## config.mk

```make
export PLATFORM = sky130hd
export DESIGN_NAME = parking_count_ctrl
export DESIGN_NICKNAME = d
export VERILOG_FILES = /design/src/rtl/park_pkg.sv /design/src/rtl/full_adder_onebit.sv /design/src/rtl/parking_count_ctrl.sv
export SDC_FILE = /design/constraint.sdc
export NUM_CORES = 1
export LEC_CHECK = 0
export ABC_AREA = 1
export CAP_MARGIN = 40
export CORE_MARGIN = 2
export CORE_UTILIZATION = 40
export DETAILED_ROUTE_END_ITERATION = 10
export MAX_ROUTING_LAYER = met4
export PLACE_DENSITY = 0.58
export REMOVE_ABC_BUFFERS = 1
export SYNTH_ARGS = -nofsm -noshare
export SYNTH_HDL_FRONTEND = slang
export SYNTH_SLANG_ARGS = --single-unit
```

## constraint.sdc

```tcl
create_clock -name clk -period 1.6 [get_ports clk]
set_input_delay 0.16 -clock clk [delete_from_list [all_inputs] [get_ports clk]]
set_output_delay 0.16 -clock clk [all_outputs]
set_load 0.005 [all_outputs]
```

## src/rtl/park_pkg.sv

```systemverilog
// Shared types and default sizing for the parking occupancy counter.
package park_pkg;

  localparam int unsigned DEF_W        = 8;
  localparam int unsigned DEF_CAPACITY = 200;

  typedef enum logic [1:0] {
    IDLE  = 2'd0,
    SHIFT = 2'd1,
    DONE  = 2'd2
  } state_t;

endpackage

```

## src/rtl/full_adder_onebit.sv

```systemverilog
// One-bit add/sub cell: sel=1 inverts b so a carry-in of 1 yields a - b.
module full_adder_onebit (
  input  logic a,
  input  logic b,
  input  logic sel,
  input  logic cin,
  output logic sum_c,
  output logic cout_c
);

  logic bx;

  assign bx     = b ^ sel;
  assign sum_c  = a ^ bx ^ cin;
  assign cout_c = (a & bx) | (cin & (a ^ bx));

endmodule

```

## src/rtl/parking_count_ctrl.sv

```systemverilog
// Lot occupancy counter updated bit-serially through one shared add/sub cell.
// Optional macro PARK_FREE_CNT_EN adds the registered free_cnt output.
module parking_count_ctrl
  import park_pkg::*;
#(
  parameter int unsigned W        = DEF_W,
  parameter int unsigned CAPACITY = DEF_CAPACITY
) (
  input  logic         clk,
  input  logic         rst,
  input  logic         entry_req,
  input  logic         exit_req,
  output logic         entry_ack,
  output logic         entry_rej,
  output logic         exit_ack,
  output logic         exit_rej,
  output logic         busy,
  output logic [W-1:0] count,
`ifdef PARK_FREE_CNT_EN
  output logic [W-1:0] free_cnt,
`endif
  output logic         full,
  output logic         empty
);

  localparam int unsigned CW = (W > 1) ? $clog2(W) : 1;

  state_t        state;
  logic          entry_pend;
  logic          exit_pend;
  logic [W-1:0]  a_sh;
  logic [W-1:0]  b_sh;
  logic [W-1:0]  r_sh;
  logic          sel;
  logic          carry;
  logic [CW-1:0] bit_cnt;

  logic          sum_c;
  logic          cout_c;
  logic          last_c;
  logic          entry_clr_c;
  logic          exit_clr_c;
  logic [W-1:0]  res_c;

  full_adder_onebit u_fa (
    .a      (a_sh[0]),
    .b      (b_sh[0]),
    .sel    (sel),
    .cin    (carry),
    .sum_c  (sum_c),
    .cout_c (cout_c)
  );

  assign last_c = (state == SHIFT) && (bit_cnt == CW'(W - 1));
  assign res_c  = {sum_c, r_sh[W-1:1]};

  // Pending flags are retired by netting, rejection, or the last serial bit
  always_comb begin
    entry_clr_c = 1'b0;
    exit_clr_c  = 1'b0;
    if (state == IDLE) begin
      entry_clr_c = entry_pend && (exit_pend || full);
      exit_clr_c  = exit_pend && (entry_pend || empty);
    end else if (last_c) begin
      entry_clr_c = !sel;
      exit_clr_c  = sel;
    end
  end

  // At most one outstanding request per side; extra pulses are dropped
  always_ff @(posedge clk) begin
    if (rst) begin
      entry_pend <= 1'b0;
      exit_pend  <= 1'b0;
    end else begin
      entry_pend <= (entry_pend && !entry_clr_c) || (entry_req && !entry_pend);
      exit_pend  <= (exit_pend && !exit_clr_c) || (exit_req && !exit_pend);
    end
  end

  always_ff @(posedge clk) begin
    if (rst) begin
      state     <= IDLE;
      count     <= '0;
      full      <= 1'b0;
      empty     <= 1'b1;
      busy      <= 1'b0;
      entry_ack <= 1'b0;
      entry_rej <= 1'b0;
      exit_ack  <= 1'b0;
      exit_rej  <= 1'b0;
      a_sh      <= '0;
      b_sh      <= '0;
      r_sh      <= '0;
      sel       <= 1'b0;
      carry     <= 1'b0;
      bit_cnt   <= '0;
`ifdef PARK_FREE_CNT_EN
      free_cnt  <= W'(CAPACITY);
`endif
    end else begin
      entry_ack <= 1'b0;
      entry_rej <= 1'b0;
      exit_ack  <= 1'b0;
      exit_rej  <= 1'b0;
      case (state)
        IDLE: begin
          if (entry_pend && exit_pend) begin
            entry_ack <= 1'b1;
            exit_ack  <= 1'b1;
          end else if (entry_pend && full) begin
            entry_rej <= 1'b1;
          end else if (exit_pend && empty) begin
            exit_rej <= 1'b1;
          end else if (entry_pend || exit_pend) begin
            a_sh    <= count;
            b_sh    <= W'(1);
            sel     <= exit_pend;
            carry   <= exit_pend;
            bit_cnt <= '0;
            busy    <= 1'b1;
            state   <= SHIFT;
          end
        end
        SHIFT: begin
          // LSB first: sums fill r_sh from the top, final carry is dropped
          r_sh    <= res_c;
          a_sh    <= a_sh >> 1;
          b_sh    <= b_sh >> 1;
          carry   <= cout_c;
          bit_cnt <= bit_cnt + CW'(1);
          if (last_c) begin
            count <= res_c;
`ifdef PARK_FREE_CNT_EN
            free_cnt <= W'(CAPACITY) - res_c;
`endif
            state <= DONE;
          end
        end
        DONE: begin
          entry_ack <= !sel;
          exit_ack  <= sel;
          busy      <= 1'b0;
          full      <= (count == W'(CAPACITY));
          empty     <= (count == '0);
          state     <= IDLE;
        end
        default: state <= IDLE;
      endcase
    end
  end

endmodule

```

**Word level (Yosys, flattened, before mapping)**

Cells that the tools add are included.

- Memories: 0
- Register bits: 48
- Word-level logic and storage cells: 108
- Latch bits: 0
- Output and inout port bits: 15
- Bits in writable memories: 0
- Memory bits (read-only): 0

- Eq/ne operators: 9
- Shift-type cells: 0
- Multipliers: 0
- Reduce and logical (&&, ||, !) cells: 31
- Bitwise logic cells: 10
- Div/mod/pow operators: 0
- Add/subtract/negate cells: 1
- $lt $le $gt $ge: 0
- Mux-type cells: 40

Operator list:

| cell | number |
|---|---|
| 8-bit two-way mux | 8 |
| 8-bit one-hot mux with 2 select lines | 2 |
| 5-bit AND reduction | 4 |
| 1-bit two-way mux | 15 |
| 3-bit two-way mux | 4 |
| 1-bit logical AND | 10 |
| 2-bit two-way mux | 5 |
| 8-bit == test (second input constant) | 1 |
| 8-bit logical NOT | 1 |
| 2-bit != test (second input constant) | 4 |
| 1-bit one-hot mux with 2 select lines | 4 |
| 3-bit one-hot mux with 2 select lines | 1 |
| 1-bit logical NOT | 5 |
| 1-bit logical OR | 5 |
| 1-bit inverter | 4 |
| 2-bit one-hot mux with 2 select lines | 1 |
| 2-bit nonzero test | 2 |
| 4-bit OR reduction | 1 |
| 3-bit by 1-bit adder with 3-bit output (second input constant) | 1 |
| 3-bit == test (second input constant) | 1 |
| 3-bit OR reduction | 1 |
| 1-bit XOR | 3 |
| 1-bit bitwise AND | 2 |
| 2-bit by 1-bit == test with 1-bit output (second input constant) | 1 |
| 5 further kinds | 5 |

**Longest topological paths before layout**

Gate-level depths: netlist of the first run.

- Depth in word-level cells: 7
- Depth in mapped cells: 9
- Depth with buffers taken out: 9

**Cells and area by module**

A second synthesis of the first run with hierarchy kept.

- Cell total of the unflattened synthesis: 235
- Area total of the unflattened synthesis: 1,700.4 sq um

Modules (own cells, without submodules):

| module | area an instance (sq um) | cells each | sequential area each (sq um) | instances |
|---|---|---|---|---|
| parking_count_ctrl | 1,646.6 | 225 | 800.8 | 1 |
| full_adder_onebit | 53.8 | 10 | 0.0 | 1 |

**Worst setup path after synthesis of the first run**

No wires, ideal clock.

- Path kind: register -> register
- Start point: register sel
- End point: register carry
- Slack: 323 ps
- Clock period less this slack: 1,277 ps
- Library setup time: 64 ps
- Cell stages (with the launch flop): 10
- Arrival time: 1,213 ps
- Data required time: 1,536 ps
- Path through: dfxtp_1 > xnor2_1 > fa_1 > inv_1 > nand3_1 > nand2_1 > inv_1 > nand3_1 > nand2_1 > nor2_1

- Word-level cells in the longest chain between the ends: 5
- Elaborated cells on any way between the ends: 6

RTL lines:

| item | RTL line | source |
|---|---|---|
| from (decl) | parking_count_ctrl.sv:34 | `logic sel;` |
| from (signal assigned) | parking_count_ctrl.sv:118 | `sel <= exit_pend;` |
| 1-bit XOR (*) | full_adder_onebit.sv:13 | `assign bx = b ^ sel;` |
| 1-bit XOR | full_adder_onebit.sv:15 | `assign cout_c = (a & bx) \| (cin & (a ^ bx));` |
| 1-bit bitwise AND | full_adder_onebit.sv:15 |  |
| 1-bit OR (*) | full_adder_onebit.sv:15 |  |
| 1-bit one-hot mux with 2 select lines (*) | parking_count_ctrl.sv:106 | `case (state)` |
| to (signal assigned) | parking_count_ctrl.sv:119 | `carry <= exit_pend;` |
| to (signal assigned) | parking_count_ctrl.sv:130 | `carry <= cout_c;` |
| to (decl) | parking_count_ctrl.sv:35 | `logic carry;` |

Mark *: on every way between the ends. The rest lies on a longest branch, timed or not.
A chain may end at the register's enable or synchronous reset.

**Worst setup path in the final report of the first run**

- Start point: register count[2]
- End point: output count[2]

RTL lines:

| item | RTL line | source |
|---|---|---|
| from (decl) | parking_count_ctrl.sv:18 | `output logic [W-1:0] count,` |
| from (signal assigned) | parking_count_ctrl.sv:133 | `count <= res_c;` |

No word-level cell between the ends.

==> flow_metrics.env, run 1 <==
export IMPL_status="complete, no violations"
export IMPL_reg2reg_slack_ps=210
export IMPL_start_util_pct=42.1
export IMPL_gp_congestion=0.848
export IMPL_min_path_type="reg2reg"
export IMPL_cts_root_buf="clkbuf_8"
export IMPL_die_w_um=71.9
export IMPL_end_kind="output pin"
export IMPL_synth_area_um2=1840
export IMPL_die_h_um=71.9
export IMPL_cts_setup_buffers=0
export IMPL_ys_seq_area_share_pct=43.4
export IMPL_top_level_ports=19
export IMPL_path_max_fanout=5
export IMPL_vias=1601
export IMPL_finClkSkew_ps=5.79
export IMPL_synth_seq_cells=40
export IMPL_cp_cell_sequence="clkdlybuf4s50_1"
export IMPL_io_buffers=18
export IMPL_maxCapViolCount=0
export IMPL_fin_crit_ps=1400
export IMPL_dieArea_um2=5170
export IMPL_tns_ps=0
export IMPL_slew_headroom_pct=78.1
export IMPL_cp_start_kind="flip-flop"
export IMPL_timing_fmax_mhz=712
export IMPL_ant_nets=0
export IMPL_grt_start_max_net_pins=31
export IMPL_diodes=0
export IMPL_worst_ep_required_time_ps=1440
export IMPL_worst_slew_pin_slew_ps=328
export IMPL_synthCells=258
export IMPL_h_tree_depth=2
export IMPL_path_buf_inv=1
export IMPL_setup_violations=0
export IMPL_ctsHoldBuffers=0
export IMPL_max_vdd_ir_drop_v=0.000586
export IMPL_grt_overflow_total=0
export IMPL_crit_path_top_delay_cell="clkdlybuf4s50_1"
export IMPL_synth_distinct_cells=23
export IMPL_grt_antenna_before_repair=0
export IMPL_avgSynthCellArea_um2=7.15
export IMPL_powerDensity_nw_per_um2=1240
export IMPL_critPathArrivalTime_ps=1240
export IMPL_drc_errors=0
export IMPL_dpl_cell_count=322
export IMPL_rows=24
export IMPL_drive_gt1_share_pct=9.71
export IMPL_drtPass1Iterations=4
export IMPL_layout_common_cells="52 x nand2_1, 42 x nor2_1, 40 x dfxtp_1"
export IMPL_fin_ws_ps=196
export IMPL_dpl_hpwl_mm=2.80
export IMPL_cts_buffers=5
export IMPL_coreArea_um2=4380
export IMPL_final_nets=284
export IMPL_wl_mm=4.10
export IMPL_crit_family="buffers and inverters"
export IMPL_mostFrequentLayoutCell="nand2_1"
export IMPL_clock_path_buffers=2
export IMPL_routed_via_density=4.85
export IMPL_grt_setup_unrepaired="no"
export IMPL_ys_warn_count=0
export IMPL_min_period_over_period_pct=87.7
export IMPL_tritoncts="built"
export IMPL_grt_pass1_wl_mm=7.21
export IMPL_routedWlPerCell_um=12.4
export IMPL_place_ws_ps=171
export IMPL_crit_type="reg2out"
export IMPL_cts_resized=0
export IMPL_drt_iter0_drc=147
export IMPL_final_area_um2=2220
export IMPL_finalHoldViolCount=0
export IMPL_fin_cells=330
export IMPL_slew_violations=0
export IMPL_cts_sinks=40
export IMPL_syn_to_final_growth_pct=20.2
export IMPL_place_area_um2=2050
export IMPL_clock_latency_ps=300
export IMPL_track_usage_pct=18.8
export IMPL_power_leakage_nw=0.955
export IMPL_grt_pass1_vias=1580
export IMPL_max_stage_delay_ps=530
export IMPL_cts_reportedPaths_clkPinSlew_ps=80
## cell families after synthesis
logic type / count (synthesis) / synth area share [%]
AND/OR/NAND/NOR: 137 / 31.7
flip-flops: 40 / 43.4
XOR/XNOR: 1 / 0.475
adder cells (fa/ha/maj): 3 / 2.44
buffers and inverters: 40 / 11.2
AO/OA/AOI/OAI: 37 / 10.8
## power breakdown
group | leakage, nW | total [W] | switching [W] | internal, W
clock network | 0.0784 | 0.00115 | 0.000368 | 0.000780
logic | 0.549 | 0.000453 | 0.000271 | 0.000182
registers | 0.327 | 0.00114 | 0.0000588 | 0.00109
total | 0.955 | 0.00275 | 0.000698 | 0.00205
## worst paths after layout
kind,cells after the start,start,endpoint
worst max-delay path,1,count[2],count[2]
worst min-delay path,2,busy,busy
worst max register to register,9,sel,carry
worst min register to register,2,busy,busy
## registers in the layout, indices dropped and copies added (netlist names)
register    cells
exit_rej        1
b_sh            1
sel             1
busy            1
exit_pend       1
count           8
entry_rej       1
bit_cnt         3
r_sh            7
entry_pend      1
carry           1
exit_ack        1
full            1
entry_ack       1
empty           1
a_sh            8
state           2
## routing by layer
layer  share of wire, %  global-route usage [%]  vias to the layer above
met2                 45                    28.7                       20
li1                   -                       -                      850
met1                 51                    24.5                      726
met4                1.4                    7.55                        0
met3                2.7                    3.75                        5
met5                  0                       -                        -
## per-stage QoR
| step | hold slack (ps) | total power, W | utilization [%] |
|---|---|---|---|
| final | 444 | 0.00275 | 50.6 |
| after detailed placement | 435 | 0.00162 | 46.8 |
| after global routing | 464 | 0.00290 | 50.6 |
| after CTS | 447 | 0.00277 | 50.5 |
| after floorplan | 229 | 0.00147 | - |
| after global placement | 434 | 0.00161 | 46.8 |
## layout make-up
| type | count | area (um^2) |
|---|---|---|
| flip-flops and latches | 40 | 801 |
| multi-input cells | 178 | 842 |
| repair buffers | 26 | 253 |
| clock buffers | 5 | 68.8 |
| well taps | 52 | 65.1 |
| inverters | 26 | 97.6 |
| fillers | 442 | 2170 |
| clock inverters | 3 | 90.1 |
## synthesized netlist by cell type
cell type  instances  area, um^2
a21oi_1           18        90.1
buf_1              1        3.75
buf_4              5        37.5
buf_6              5        56.3
clkbuf_1           3        11.3
dfxtp_1           40         801
fa_1               1        20.0
ha_1               2        25.0
inv_1             24        90.1
inv_2              2        7.51
nand2_1           52         195
nand2_2            5        31.3
nand3_1           27         135
nand3b_1           1        7.51
nand4_1            2        12.5
nor2_1            42         158
nor2_2             3        18.8
nor3_1             4        20.0
o21ai_0           17        85.1
o21ai_1            1        5.00
o21bai_4           1        18.8
or2_1              1        6.26
xnor2_1            1        8.76
## tightest hold or removal path: cells and delay by family (launching register included)
| family | cells | cell delay (ps) |
|---|---|---|
| buf+inv | 1 | 40 |
| flops | 1 | 310 |
| compound gates | 1 | 50 |
(Power assumes the default switching activity.)
==> run 2, diff against run 1 <==
Settings changed: PLACE_DENSITY 0.58 to 0.6.
Clock period 1.6 ns to 1.2 ns, I/O delays scaled along.
==> run 2 against run 1 <==
Against the previous run:
- the run now ends with negative setup slack left
- non-clock buffer count grew 34
- cell area grew 24%
- via count grew 13%
- count of clock-buffer cells in the layout is the same
- power grew 32%
- global-route usage grew 0.30 points
- clock skew shrank 2.5 ps
- combinational power grew 110%
- core utilization grew 12 points
- routed wire length grew 19%
==> flow_metrics.env, run 2 (synthesis gave the netlist of run 1 again) <==
export IMPL_status="complete, but fails checks"
export IMPL_violations="negative setup slack"
export IMPL_finClkSkew_ps=3.30
export IMPL_grt_overflow_total=0
export IMPL_grt_pass1_vias=1676
export IMPL_cts_sinks=40
export IMPL_routed_via_density=4.95
export IMPL_critPathArrivalTime_ps=1570
export IMPL_crit_type="reg2reg"
export IMPL_slew_violations=0
export IMPL_die_h_um=71.9
export IMPL_routed_wl_met3_um=225
export IMPL_reg2reg_slack_ps=-140
export IMPL_end_kind="flip-flop"
export IMPL_routedWlPerCell_um=13.5
export IMPL_tritoncts="built"
export IMPL_syn_to_final_growth_pct=49.6
export IMPL_fin_ws_ps=-139
export IMPL_grt_pass1_wl_mm=7.41
export IMPL_finalHoldViolCount=0
export IMPL_holdWs_ps=428
export IMPL_dpl_hpwl_mm=2.86
export IMPL_r2r_cells=5
export IMPL_vias=1802
export IMPL_worst_slew_pin_slew_ps=213
export IMPL_die_w_um=71.9
export IMPL_tns_ps=-1090
export IMPL_path_max_fanout=2
export IMPL_powerDensity_nw_per_um2=1320
export IMPL_setup_violations=14
export IMPL_cts_buffers=5
export IMPL_h_tree_depth=2
export IMPL_grt_setup_unrepaired="yes"
export IMPL_rows=24
export IMPL_holdPathStages=3
export IMPL_min_path_type="in2reg"
export IMPL_maxCapViolCount=0
export IMPL_gp_congestion=0.807
export IMPL_wl_met2_mm=2.39
export IMPL_n_fill_cell=397
export IMPL_crit_family="adder cells"
export IMPL_track_usage_pct=19.1
export IMPL_timing_fmax_mhz=747
export IMPL_cp_cell_sequence="xnor2_2, fa_2, nand3_1, nand2_1, a21oi_2"
export IMPL_cp_start_kind="flip-flop"
export IMPL_drt_met1_wl_mm=2.14
export IMPL_place_ws_ps=-192
export IMPL_max_stage_delay_ps=480
export IMPL_start_util_pct=42.1
export IMPL_layout_common_cells="44 x nand2_1, 37 x nor2_1, 31 x buf_4"
export IMPL_ctsHoldBuffers=0
export IMPL_drt_iter0_drc=116
export IMPL_coreArea_um2=4380
export IMPL_diodes=0
export IMPL_io_buffers=18
export IMPL_dr_max_layer_used="met4"
export IMPL_grt_antenna_before_repair=0
export IMPL_final_nets=318
export IMPL_drtPass1Iterations=4
export IMPL_mostFrequentLayoutCell="nand2_1"
export IMPL_ant_nets=0
export IMPL_worst_ep_required_time_ps=1430
export IMPL_slew_headroom_pct=85.8
export IMPL_dieArea_um2=5170
export IMPL_cts_root_buf="clkbuf_8"
export IMPL_drc_errors=0
export IMPL_crit_path_top_delay_cell="fa_2"
export IMPL_wl_mm=4.90
export IMPL_max_vdd_ir_drop_v=0.000762
export IMPL_clock_latency_ps=300
export IMPL_path_buf_inv=0
export IMPL_clock_path_buffers=2
export IMPL_min_period_over_period_pct=112
export IMPL_power_leakage_nw=1.26
export IMPL_top_level_ports=19
export IMPL_fin_crit_ps=1340
export IMPL_drive_gt1_share_pct=38.1
export IMPL_reg_top3="a_sh x8, count x8, r_sh x7"
export IMPL_worstSetupPathDepth=5
export IMPL_final_util_pct=62.9
export IMPL_grt_start_max_net_pins=31
export IMPL_cts_reportedPaths_clkPinSlew_ps=80
## run 2: changes by cell type in the layout (fill, tap and decap cells not counted), sizes merged
cell,delta
clkbuf,+1
buf,+33
clkinvlp,+1
dlygate4sd2,+15
bufinv,-2
clkinv,+1
clkdlybuf4s50,-15
## run 2: metrics by stage
stage / instance area [um^2] / power, W / instances
after floorplan: 1740 / 0.00196 / 244
after global placement: 2230 / 0.00225 / 342
after detailed placement: 2230 / 0.00225 / 342
after CTS: 2530 / 0.00349 / 361
after global routing: 2760 / 0.00382 / 364
final: 2760 / 0.00363 / 364
## run 2: power by group
part | switching [W] | leakage, nW | internal (W)
combinational | 0.000492 | 0.872 | 0.000467
clock | 0.000509 | 0.0541 | 0.000616
sequential | 0.0000984 | 0.336 | 0.00145
## run 2: cell type report
type / instances / area (um^2) / area share [%]
repair buffers: 60 / 576 / 20.9
clock inverters: 3 / 42.5 / 1.54
inverters: 26 / 103 / 3.72
clock buffers: 5 / 68.8 / 2.49
well taps: 52 / 65.1 / 2.36
flip-flops and latches: 40 / 835 / 30.2
multi-input cells: 178 / 1070 / 38.8
## run 2: final timing paths
kind                  start          to
setup / recovery        sel    count[7]
hold / removal    entry_req  entry_pend
setup reg to reg        sel    count[7]
hold reg to reg        busy        busy
## run 2: per-layer routing
metal	vias up	track usage [%]
li1	926	-
met1	818	22.9
met2	47	31.2
met3	11	3.33
met4	0	9.01
met5	-	-
## run 2: worst reg2reg max path: cells and delay by family, from the launching register on
kind / cells / cell delay (ps)
DFF: 1 / 340
xor gates and xnor gates: 1 / 170
AOI/OAI and AO/OA: 1 / 120
adders and majority gates: 1 / 480
and+or+nand+nor: 2 / 170
## run 2: repair_timing
item	CTS	global route
setup buffers	11	3
gates cloned	0	1
endpoints found under the setup margin	40	24
endpoints found under the hold margin	0	0
gates resized for setup	56	47
pin swaps	8	12
